<file path="config.mk">
export PLATFORM = sky130hd
export DESIGN_NAME = uart_tx_ctrl
export DESIGN_NICKNAME = d
export VERILOG_FILES = /design/src/rtl/uart_tx_ctrl.sv
export SDC_FILE = /design/constraint.sdc
export NUM_CORES = 1
export LEC_CHECK = 0
export BUFFER_PORTS_ARGS = -buffer_cell sky130_fd_sc_hd__buf_2
export CAP_MARGIN = 20
export CORE_MARGIN = 5
export CORE_UTILIZATION = 52
export DETAILED_ROUTE_END_ITERATION = 8
export PLACE_DENSITY = 0.85
export SYNTH_ARGS = -nofsm -noshare
export SYNTH_HDL_FRONTEND = slang
export SYNTH_SLANG_ARGS = --single-unit
</file>
<file path="constraint.sdc">
create_clock -name clk -period 6.3 [get_ports clk]
set_input_delay 1.89 -clock clk [delete_from_list [all_inputs] [get_ports clk]]
set_output_delay 1.89 -clock clk [all_outputs]
set_load 0.05 [all_outputs]
</file>
<file path="src/rtl/uart_tx_ctrl.sv">
// UART transmit-path controller: baud strobe generation, CTS auto-flow gating,
// host/DMA arbitration onto the TX FIFO push port, and THRE/TEMT status.
module uart_tx_ctrl #(
  parameter int FIFO_DEPTH = 16,
  parameter int CNT_W      = 5
) (
  input  logic             clk,
  input  logic             wb_rst_i,
  input  logic [15:0]      dl,
  input  logic             dl_we,
  input  logic             afe,
  input  logic             cts_n,
  input  logic [2:0]       tx_state,
  input  logic [CNT_W-1:0] tf_count,
  input  logic             host_we,
  input  logic [7:0]       host_dat,
  input  logic             dma_req,
  input  logic [7:0]       dma_dat,
  output logic             dma_ack,
  output logic             tf_push,
  output logic [7:0]       tf_dat,
  output logic             enable,
  output logic             thre,
  output logic             temt,
  output logic             thre_int,
  output logic             tx_stalled
);

  localparam logic [CNT_W:0] DEPTH = (CNT_W+1)'(FIFO_DEPTH);

  logic [15:0]    bc;
  logic           tick;
  logic           cts_meta;
  logic           cts_sync;
  logic           cts_hold;
  logic           tx_idle;
  logic [CNT_W:0] fill;
  logic           grant;
  logic           push_next;
  logic           thre_next;

  // Baud down-counter; reloads from dl on a divisor write or on terminal count.
  always_ff @(posedge clk or posedge wb_rst_i) begin
    if (wb_rst_i) begin
      bc <= '0;
    end else if (dl_we || bc == 16'd1) begin
      bc <= dl;
    end else if (bc != 16'd0) begin
      bc <= bc - 16'd1;
    end
  end

  assign tick = (bc == 16'd1) && !dl_we;

  // Both flops reset to 1 so flow control starts in the "CTS deasserted" state.
  always_ff @(posedge clk or posedge wb_rst_i) begin
    if (wb_rst_i) begin
      cts_meta <= 1'b1;
      cts_sync <= 1'b1;
    end else begin
      cts_meta <= cts_n;
      cts_sync <= cts_meta;
    end
  end

  assign cts_hold = afe & cts_sync;
  assign tx_idle  = (tx_state == 3'd0);

  // Fill includes the push already in flight so the FIFO is never overfilled by DMA.
  assign fill      = {1'b0, tf_count} + {{CNT_W{1'b0}}, tf_push};
  assign grant     = !host_we && dma_req && !dma_ack && (fill < DEPTH);
  assign push_next = host_we | grant;
  assign thre_next = (tf_count == '0) && !tf_push && !push_next;

  always_ff @(posedge clk or posedge wb_rst_i) begin
    if (wb_rst_i) begin
      enable     <= 1'b0;
      tf_push    <= 1'b0;
      tf_dat     <= 8'h00;
      dma_ack    <= 1'b0;
      thre       <= 1'b1;
      temt       <= 1'b1;
      thre_int   <= 1'b0;
      tx_stalled <= 1'b0;
    end else begin
      enable     <= tick & ~(cts_hold & tx_idle);
      tf_push    <= push_next;
      dma_ack    <= grant;
      if (host_we) begin
        tf_dat <= host_dat;
      end else if (grant) begin
        tf_dat <= dma_dat;
      end
      thre       <= thre_next;
      temt       <= thre_next & tx_idle;
      thre_int   <= thre_next & ~thre;
      tx_stalled <= cts_hold & tx_idle & (tf_count != '0);
    end
  end

endmodule

</file>
==> results of run 1 <==
## power by group through the flow
stage	logic (uW)	clock network [uW]	registers, uW
global route	120	180	250
CTS	108	168	247
finish	108	164	247
detailed placement	108	0	250
floorplan	55.2	0	269
global placement	105	0	250
## synth_stat cells (2+ instances only)
cell type  number  area (sq um)
o21ai_0        10          50.1
xor2_1          9          78.8
o21ai_1        10          50.1
buf_2           3          15.0
nand3b_1        3          22.5
nor2b_1         2          12.5
clkbuf_1        4          15.0
dfstp_2         4           105
xnor2_1         5          43.8
mux2i_1        10           100
nor4_1          2          12.5
nand3_1         5          25.0
or4_1           2          15.0
dfrtp_1        29           726
nand2_1        29           109
ha_1            3          37.5
nor3_1          8          40.0
inv_1           6          22.5
o31ai_1         5          37.5
nor2_1          8          30.0
## path summary, 6_finish.rpt
path	startpoint	to	slack, ps	depth (start not counted)
worst min register to register	cts_meta	cts_sync	370	0
max in group asynchronous	wb_rst_i	temt	4340	3
worst max register to register	bc[2]	bc[7]	3960	5
worst min-delay path	cts_meta	cts_sync	370	0
min in group asynchronous	wb_rst_i	bc[1]	1620	3
worst max-delay path	thre	thre	3290	1
## through the flow
| stage | setup WS, ps | total power [uW] | hold WS, ps | std cells |
|---|---|---|---|---|
| 6_report | 3290 | 519 | 366 | 275 |
| 5_1_grt | 3230 | 550 | 369 | 275 |
| 4_1_cts | 3280 | 523 | 371 | 275 |
| 3_5_place_dp | 3050 | 358 | 347 | 267 |
| 3_3_place_gp | 3150 | 355 | 346 | 267 |
| 2_1_floorplan | 3240 | 324 | 345 | 169 |
## metal layers
metal | global-route usage (%) | vias up | part of all wire (%)
met5 | 0 | - | 0
met1 | 22.6 | 680 | 43
met3 | 4.76 | 6 | 4.4
met4 | 6.85 | 0 | 1.4
met2 | 30.6 | 32 | 51
li1 | - | 699 | -
## area by class of cell
class | instances | area [sq um]
tap | 44 | 55.1
inverter | 6 | 22.5
sequential | 33 | 831
clock inverter | 1 | 30.0
timing repair buffer | 62 | 313
multi-input combinational | 122 | 751
fill | 276 | 996
clock buffer | 7 | 55.1
## sequential cells by signal, summed over array words and instances, names as in the netlist
register / flops
bc: 16
cts_meta: 1
cts_sync: 1
dma_ack: 1
enable: 1
temt: 1
tf_dat: 8
tf_push: 1
thre: 1
thre_int: 1
tx_stalled: 1
## logic make-up after synthesis
logic type	Yosys count	share of synthesized area, %
simple gates	66	19.7
flops	33	50.6
compound gates	29	10.2
xor+xnor	14	7.47
buf+inv	14	3.66
mux	10	6.10
fa+ha+maj	3	2.29
==> results.md, run 1 <==
* Outcome: finished, final reports clean
* Syn avg cell area at 9.71 sq um
* Row count at 20
* Cell variety after synth at 32
* Final core utilization at 67.4%
* Final period utilization at 47.7%
* Hold WC Path Type: flip-flop to flip-flop
* Die Area at 4380 sq um
* Slew headroom at 55.4%
* Ys flop type: dfrtp_1
* Post-Syn Instances at 169
* Max VDD drop at 135 uV
* Sw Ratio at 29.1%
* Number of buffers and inverters on the critical path at 1
* Vias in the first global route at 1,388
* DR pass1 iterations at 4
* Dpl cell area at 1970 sq um
* DRC violation count after routing at 0
* RSZ-0062 raised after global routing: false
* Core area at 3050 sq um
* Syn nets at 219
* Commonest non-fill, non-tap cell in the layout: buf_2
* Total CTS buffers at 5
* Clock sink total at 33
* Clock buffer depth at 2
* Final Wtd Congestion at 0.834
* Slew Limit Fails at 0
* Critical Path RT at 4410 ps
* WP data arrival at 1120 ps
* Crit path kind: flip-flop to output port
* Sequential-to-total area share from yosys stat at 50.6%
* PD cells at 252 nW/um^2
* Avg WL per Cell at 12.9 um
* EDFF count, synth at 0
* Delay-heaviest family, CP: flip-flops
* Resized Gates After CTS at 0
* Gr ovfl total at 0
* First-pass GRT wire length at 6.13 mm
* Post-Synthesis Cell Area at 1640 sq um
* Comb power frac at 20.8%
* CP endpoint kind: output port
* CTS root buffer: clkbuf_4
* Delay of the slowest critical-path stage at 540 ps
* Share of cells above drive strength 1 at 32.0%
* TNS Setup at 0 ps
* WL final at 3.55 mm
* Seq cells post-synth at 33
* Synth async-reset ratio at 100%
* CP max FO at 2
* Startpoint types: flip-flop
* Global Route Usage Sum at 18.3%
* ANT cells at 0
* Worst Clk Skew at 14.2 ps
* Initial drt markers at 66
* Clk slew on worst S/H paths at 100 ps
* Peak Freq at 333 MHz
* CTS tree: done
* Final net count at 280
* Clock power share at 31.6%
* Actual slew at the worst max-slew pin at 668 ps
* Commonest non-fill, non-tap cells in the layout: buf_2, nand2_1, dfrtp_1
* Post-CTS setup buffer count at 0
* Slowest library cell on the worst path: dfstp_2
* Detail Placement HPWL at 2.63 mm
* Routed Antenna Nets at 0
* Final setup fails at 0
* Die Ht at 66.2 um
* Total number of vias at 1,417
* DR vias/cell at 5.15
* Clk_lat worst skew at 340 ps
* Largest net degree at the start of global routing at 34
* H-tree Lvls at 2
* Crit-path cells: buf_2
* NetSw at 151 uW
* Initial antenna violation count at 0
* Area Growth Syn to Fin at 25.3%
* Initial Util at 53.8%
* Leakage at 0.000994 uW
* Cell area after layout at 2060 sq um
* Port-buffer cells at 61
* Reg power frac at 47.6%
* # hold bufs at CTS at 0
* Internal at 368 uW
* Io pins at 62
* Hold Violations, Final at 0
* Width of the die at 66.2 um
* Min Clock Period, post-route at 3010 ps
* YS warnings at 0
* Max-Cap Viols at 0
Power figures use the tool's default switching activity.
==> run 2: changes to the inputs <==
--- a/config.mk
+++ b/config.mk
@@ -8,9 +8,9 @@
 export BUFFER_PORTS_ARGS = -buffer_cell sky130_fd_sc_hd__buf_2
 export CAP_MARGIN = 20
 export CORE_MARGIN = 5
-export CORE_UTILIZATION = 52
+export CORE_UTILIZATION = 44
 export DETAILED_ROUTE_END_ITERATION = 8
-export PLACE_DENSITY = 0.85
+export PLACE_DENSITY = 0.77
 export SYNTH_ARGS = -nofsm -noshare
 export SYNTH_HDL_FRONTEND = slang
 export SYNTH_SLANG_ARGS = --single-unit
==> constraint.sdc (replaced) <==
create_clock -name clk -period 2.55 [get_ports clk]
set_input_delay 0.765 -clock clk [delete_from_list [all_inputs] [get_ports clk]]
set_output_delay 0.765 -clock clk [all_outputs]
set_load 0.05 [all_outputs]
==> results.md, run 2 (synthesis gave the netlist of run 1 again) <==
* DR vias/cell at 4.90
* WL final at 3.62 mm
* Hold Violations, Final at 0
* CP endpoint kind: flip-flop
* Min Clock Period, post-route at 2220 ps
* Worst Setup SP: bc[2]
* Dpl cells at 272
* Final net count at 281
* Clk_lat worst skew at 280 ps
* Max reg flops at 16
* WP data arrival at 2390 ps
* CP max FO at 7
* Final period utilization at 86.9%
* Global Route Usage Sum at 15.5%
* Leakage at 0.000997 uW
* Hold_sp: cts_meta
* Area Growth Syn to Fin at 26.1%
* Avg WL per Cell at 12.9 um
* Final Wtd Congestion at 0.827
* Dpl cell area at 1980 sq um
* Cell Count, Final, Fillers Out at 280
* DR pass1 iterations at 4
* Die Area at 5050 sq um
* Row count at 22
* RSZ-0062 raised after global routing: false
* Vias in the first global route at 1,410
* Final core utilization at 57.0%
* Outcome: finished, final reports clean
* First-pass GRT wire length at 6.19 mm
* Max-Cap Viols at 0
* Resized Gates After CTS at 0
* Total number of vias at 1,372
* Detail Placement HPWL at 2.76 mm
* Core area at 3630 sq um
* Register name with the most flops: bc
* Peak Freq at 451 MHz
* Cell area after layout at 2070 sq um
* Total CTS buffers at 5
* Commonest non-fill, non-tap cell in the layout: buf_2
* Clock buffer depth at 2
* Layout fillers at 338
* H-tree Lvls at 2
* Die Ht at 71.1 um
* Largest net degree at the start of global routing at 34
* Critical Path RT at 2720 ps
* Initial Util at 45.2%
* Worst R2R Start: bc[2]
* Share of cells above drive strength 1 at 32.8%
* Actual slew at the worst max-slew pin at 498 ps
* Post-CTS setup buffer count at 0
* Hold WC Path Type: flip-flop to flip-flop
* Clock sink total at 33
* Startpoint types: flip-flop
* Initial drt markers at 107
* Initial antenna violation count at 0
* Worst Clk Skew at 3.86 ps
* Slew headroom at 66.5%
* Final setup fails at 0
* Top Registers: bc: 16 flops, tf_dat: 8 flops
* Slew Limit Fails at 0
* CTS root buffer: clkbuf_8
* Port-buffer cells at 61
* Width of the die at 71.1 um
* # hold bufs at CTS at 0
* Gr ovfl total at 0
* Max VDD drop at 283 uV
* Commonest non-fill, non-tap cells in the layout: buf_2, nand2_1, dfrtp_1
* PD cells at 606 nW/um^2
* Clk slew on worst S/H paths at 70 ps
* Io pins at 62
* Crit path kind: flip-flop to flip-flop
* Routed Antenna Nets at 0
* DRC violation count after routing at 0
* CTS tree: done
* ANT cells at 0
* TNS Setup at 0 ps
run 2: cell types whose count changed in the layout (fill, tap and decap cells not counted), sizes merged:
cell      delta
bufinv       -1
clkinvlp     +1
clkbuf       -2
clkinv       +2
buf          +1
run 2: worst paths after layout:
path	to	slack, ps	cells after the start
worst max-delay path	bc[1]	330	5
worst min-delay path	cts_sync	360	0
worst max register to register	bc[1]	330	5
worst min register to register	cts_sync	360	0
max in group asynchronous	temt	1670	3
min in group asynchronous	tf_dat[6]	550	3
run 2: through the flow:
| step | power [uW] | hold slack, ps | worst slack [ps] |
|---|---|---|---|
| 2_1_floorplan | 801 | 345 | 537 |
| 3_5_place_dp | 888 | 347 | 348 |
| 3_3_place_gp | 881 | 346 | 384 |
| 6_report | 1260 | 357 | 334 |
| 5_1_grt | 1330 | 365 | 230 |
| 4_1_cts | 1270 | 357 | 338 |
run 2: worst max-delay path, cell delays in order, from the launching register on:
cell and delay, ps:
dfrtp_1 410, or4_1 630, and4bb_1 360, and2_1 320
mux2i_1 120, a32o_1 260
run 2: per-layer routing:
metal,GRT usage (%),vias to the layer above,part of all wire (%)
met3,3.98,4,5.4
met4,6.26,0,1.4
li1,-,701,-
met5,0,-,0
met2,25.2,40,49
met1,19.7,627,44
run 2: power breakdown:
part / total, uW / switching (uW) / leakage (uW) / internal [uW]
Sequential: 610 / 39.1 / 0.000399 / 571
Combinational: 267 / 162 / 0.000554 / 105
Clock: 378 / 190 / 0.0000439 / 188
Total: 1260 / 392 / 0.000997 / 864
run 2: area by class of cell:
cell class	count	area, sq um	area share, %
Multi-Input combinational cell	122	751	36.3
Sequential cell	33	831	40.1
Tap cell	48	60.1	2.90
Clock inverter	3	17.5	0.846
Timing Repair Buffer	63	320	15.5
Inverter	6	22.5	1.09
Clock buffer	5	68.8	3.32
==> run 3: changes to the inputs <==
--- a/config.mk
+++ b/config.mk
@@ -10,7 +10,7 @@
 export CORE_MARGIN = 5
 export CORE_UTILIZATION = 44
 export DETAILED_ROUTE_END_ITERATION = 8
-export PLACE_DENSITY = 0.77
+export PLACE_DENSITY = 0.76
 export SYNTH_ARGS = -nofsm -noshare
 export SYNTH_HDL_FRONTEND = slang
 export SYNTH_SLANG_ARGS = --single-unit
==> results.md, run 3 (synthesis gave the netlist of run 1 again) <==
* TNS Setup at 0 ps
* CTS tree: done
* CTS root buffer: clkbuf_8
* Routed Antenna Nets at 0
* Max reg flops at 16
* Commonest non-fill, non-tap cell in the layout: buf_2
* Total CTS buffers at 5
* PD cells at 659 nW/um^2
* Row count at 22
* Crit-path cells: or4_1 -> and4bb_1 -> and2_1 -> mux2i_1 -> a32o_1
* Crit path kind: flip-flop to flip-flop
* Hold Violations, Final at 0
* Leakage at 0.00101 uW
* Worst R2R Start: bc[2]
* Max VDD drop at 356 uV
* Hold Path Sink: cts_sync
* RSZ-0062 raised after global routing: false
* Actual slew at the worst max-slew pin at 530 ps
* Clk slew on worst S/H paths at 70 ps
* Port-buffer cells at 61
* Slowest library cell on the worst path: or4_1
* Commonest non-fill, non-tap cells in the layout: buf_2, nand2_1, dfrtp_1
* Clock buffer depth at 2
* Cell area after layout at 2100 sq um
* Die Area at 5050 sq um
* Initial antenna violation count at 0
* Gr ovfl total at 0
* Final setup fails at 0
* FF-to-FF path depth at 5
* Slew headroom at 64.4%
* Final hold slack at 356 ps
* Final period utilization at 87.1%
* Outcome: finished, final reports clean
* Resized Gates After CTS at 0
* DRC violation count after routing at 0
* Top Registers: bc: 16 flops, tf_dat: 8 flops
* WP data arrival at 2400 ps
* Detail Placement HPWL at 2.66 mm
* # hold bufs at CTS at 0
* Worst Clk Skew at 6.17 ps
* Final core utilization at 57.9%
* Largest net degree at the start of global routing at 34
* Worst hold path depth at 0
* Core area at 3630 sq um
* Initial Util at 45.2%
* Clock sink total at 33
* Hold WC Path Type: flip-flop to flip-flop
* Final Wtd Congestion at 0.820
* CP endpoint kind: flip-flop
* DR pass1 iterations at 4
* Max-Cap Viols at 0
* Min Clock Period, post-route at 2220 ps
* Clk_lat worst skew at 280 ps
* Final net count at 281
* First-pass GRT wire length at 6.03 mm
* Share of cells above drive strength 1 at 32.8%
* Critical Path RT at 2730 ps
* ANT cells at 0
* Register name with the most flops: bc
* Delay of the slowest critical-path stage at 640 ps
* WL final at 3.59 mm
* Global Route Usage Sum at 15.1%
* Vias in the first global route at 1,386
* Hold_sp: cts_meta
* R2R setup slack at 330 ps
* R2r endpoint: bc[1]
* Io pins at 62
* Die Ht at 71.1 um
* Avg WL per Cell at 12.8 um
* Peak Freq at 450 MHz
* Total number of vias at 1,386
* Width of the die at 71.1 um
* DR vias/cell at 4.95
* CP max FO at 7
* Initial drt markers at 81
* Post-CTS setup buffer count at 0
* Area Growth Syn to Fin at 28.2%
* Startpoint types: flip-flop
* Dpl cell area at 1980 sq um
* H-tree Lvls at 2
* Slew Limit Fails at 0
[run 3: cell types whose count changed in the layout (fill, tap and decap cells not counted), sizes merged]
cell / previous run / this run
clkbuf: 5 / 6
clkinv: 2 / 0
bufinv: 0 / 1
[run 3: per-layer routing]
metal | routed length (um) | GRT usage, % | share of wire, %
met1 | 1550 | 18.4 | 43
met2 | 1790 | 25.1 | 50
met3 | 201 | 4.55 | 5.6
met4 | 38 | 5.64 | 1.1
met5 | 0 | 0 | 0
[run 3: through the flow]
step,setup slack [ps],std cells,power (uW)
floorplan,537,169,801
global placement,373,272,882
detailed placement,337,272,888
CTS,328,280,1400
global route,210,280,1460
finish,328,280,1390
[run 3: power breakdown]
part | leakage, uW | internal [uW] | switching [uW]
clock | 0.0000574 | 318 | 191
sequential | 0.000399 | 571 | 37.7
combinational | 0.000554 | 105 | 163
[run 3: worst max-delay path by stage]
stage               depth (start not counted)  slack, ps  endpoint   from
floorplan                                   7        540     bc[1]  bc[2]
global placement                            5        370     bc[1]  bc[2]
detailed placement                          5        340     bc[1]  bc[2]
CTS                                         5        330     bc[1]  bc[2]
global route                                5        210     bc[1]  bc[2]
finish                                      5        330     bc[1]  bc[2]
[run 3: cell type report]
| type | instances | area [sq um] |
|---|---|---|
| tap | 48 | 60.1 |
| fill | 348 | 1530 |
| timing repair buffer | 63 | 320 |
| clock inverter | 2 | 37.5 |
| inverter | 6 | 22.5 |
| multi-input combinational | 122 | 751 |
| sequential | 33 | 831 |
| clock buffer | 6 | 82.6 |
[run 3: worst max-delay path: cells and delay by family (launching register included)]
kind	cells	cell delay, ps
AO/OA/AOI/OAI	1	260
flip-flops	1	410
multiplexers	1	120
AND/OR/NAND/NOR	3	1330
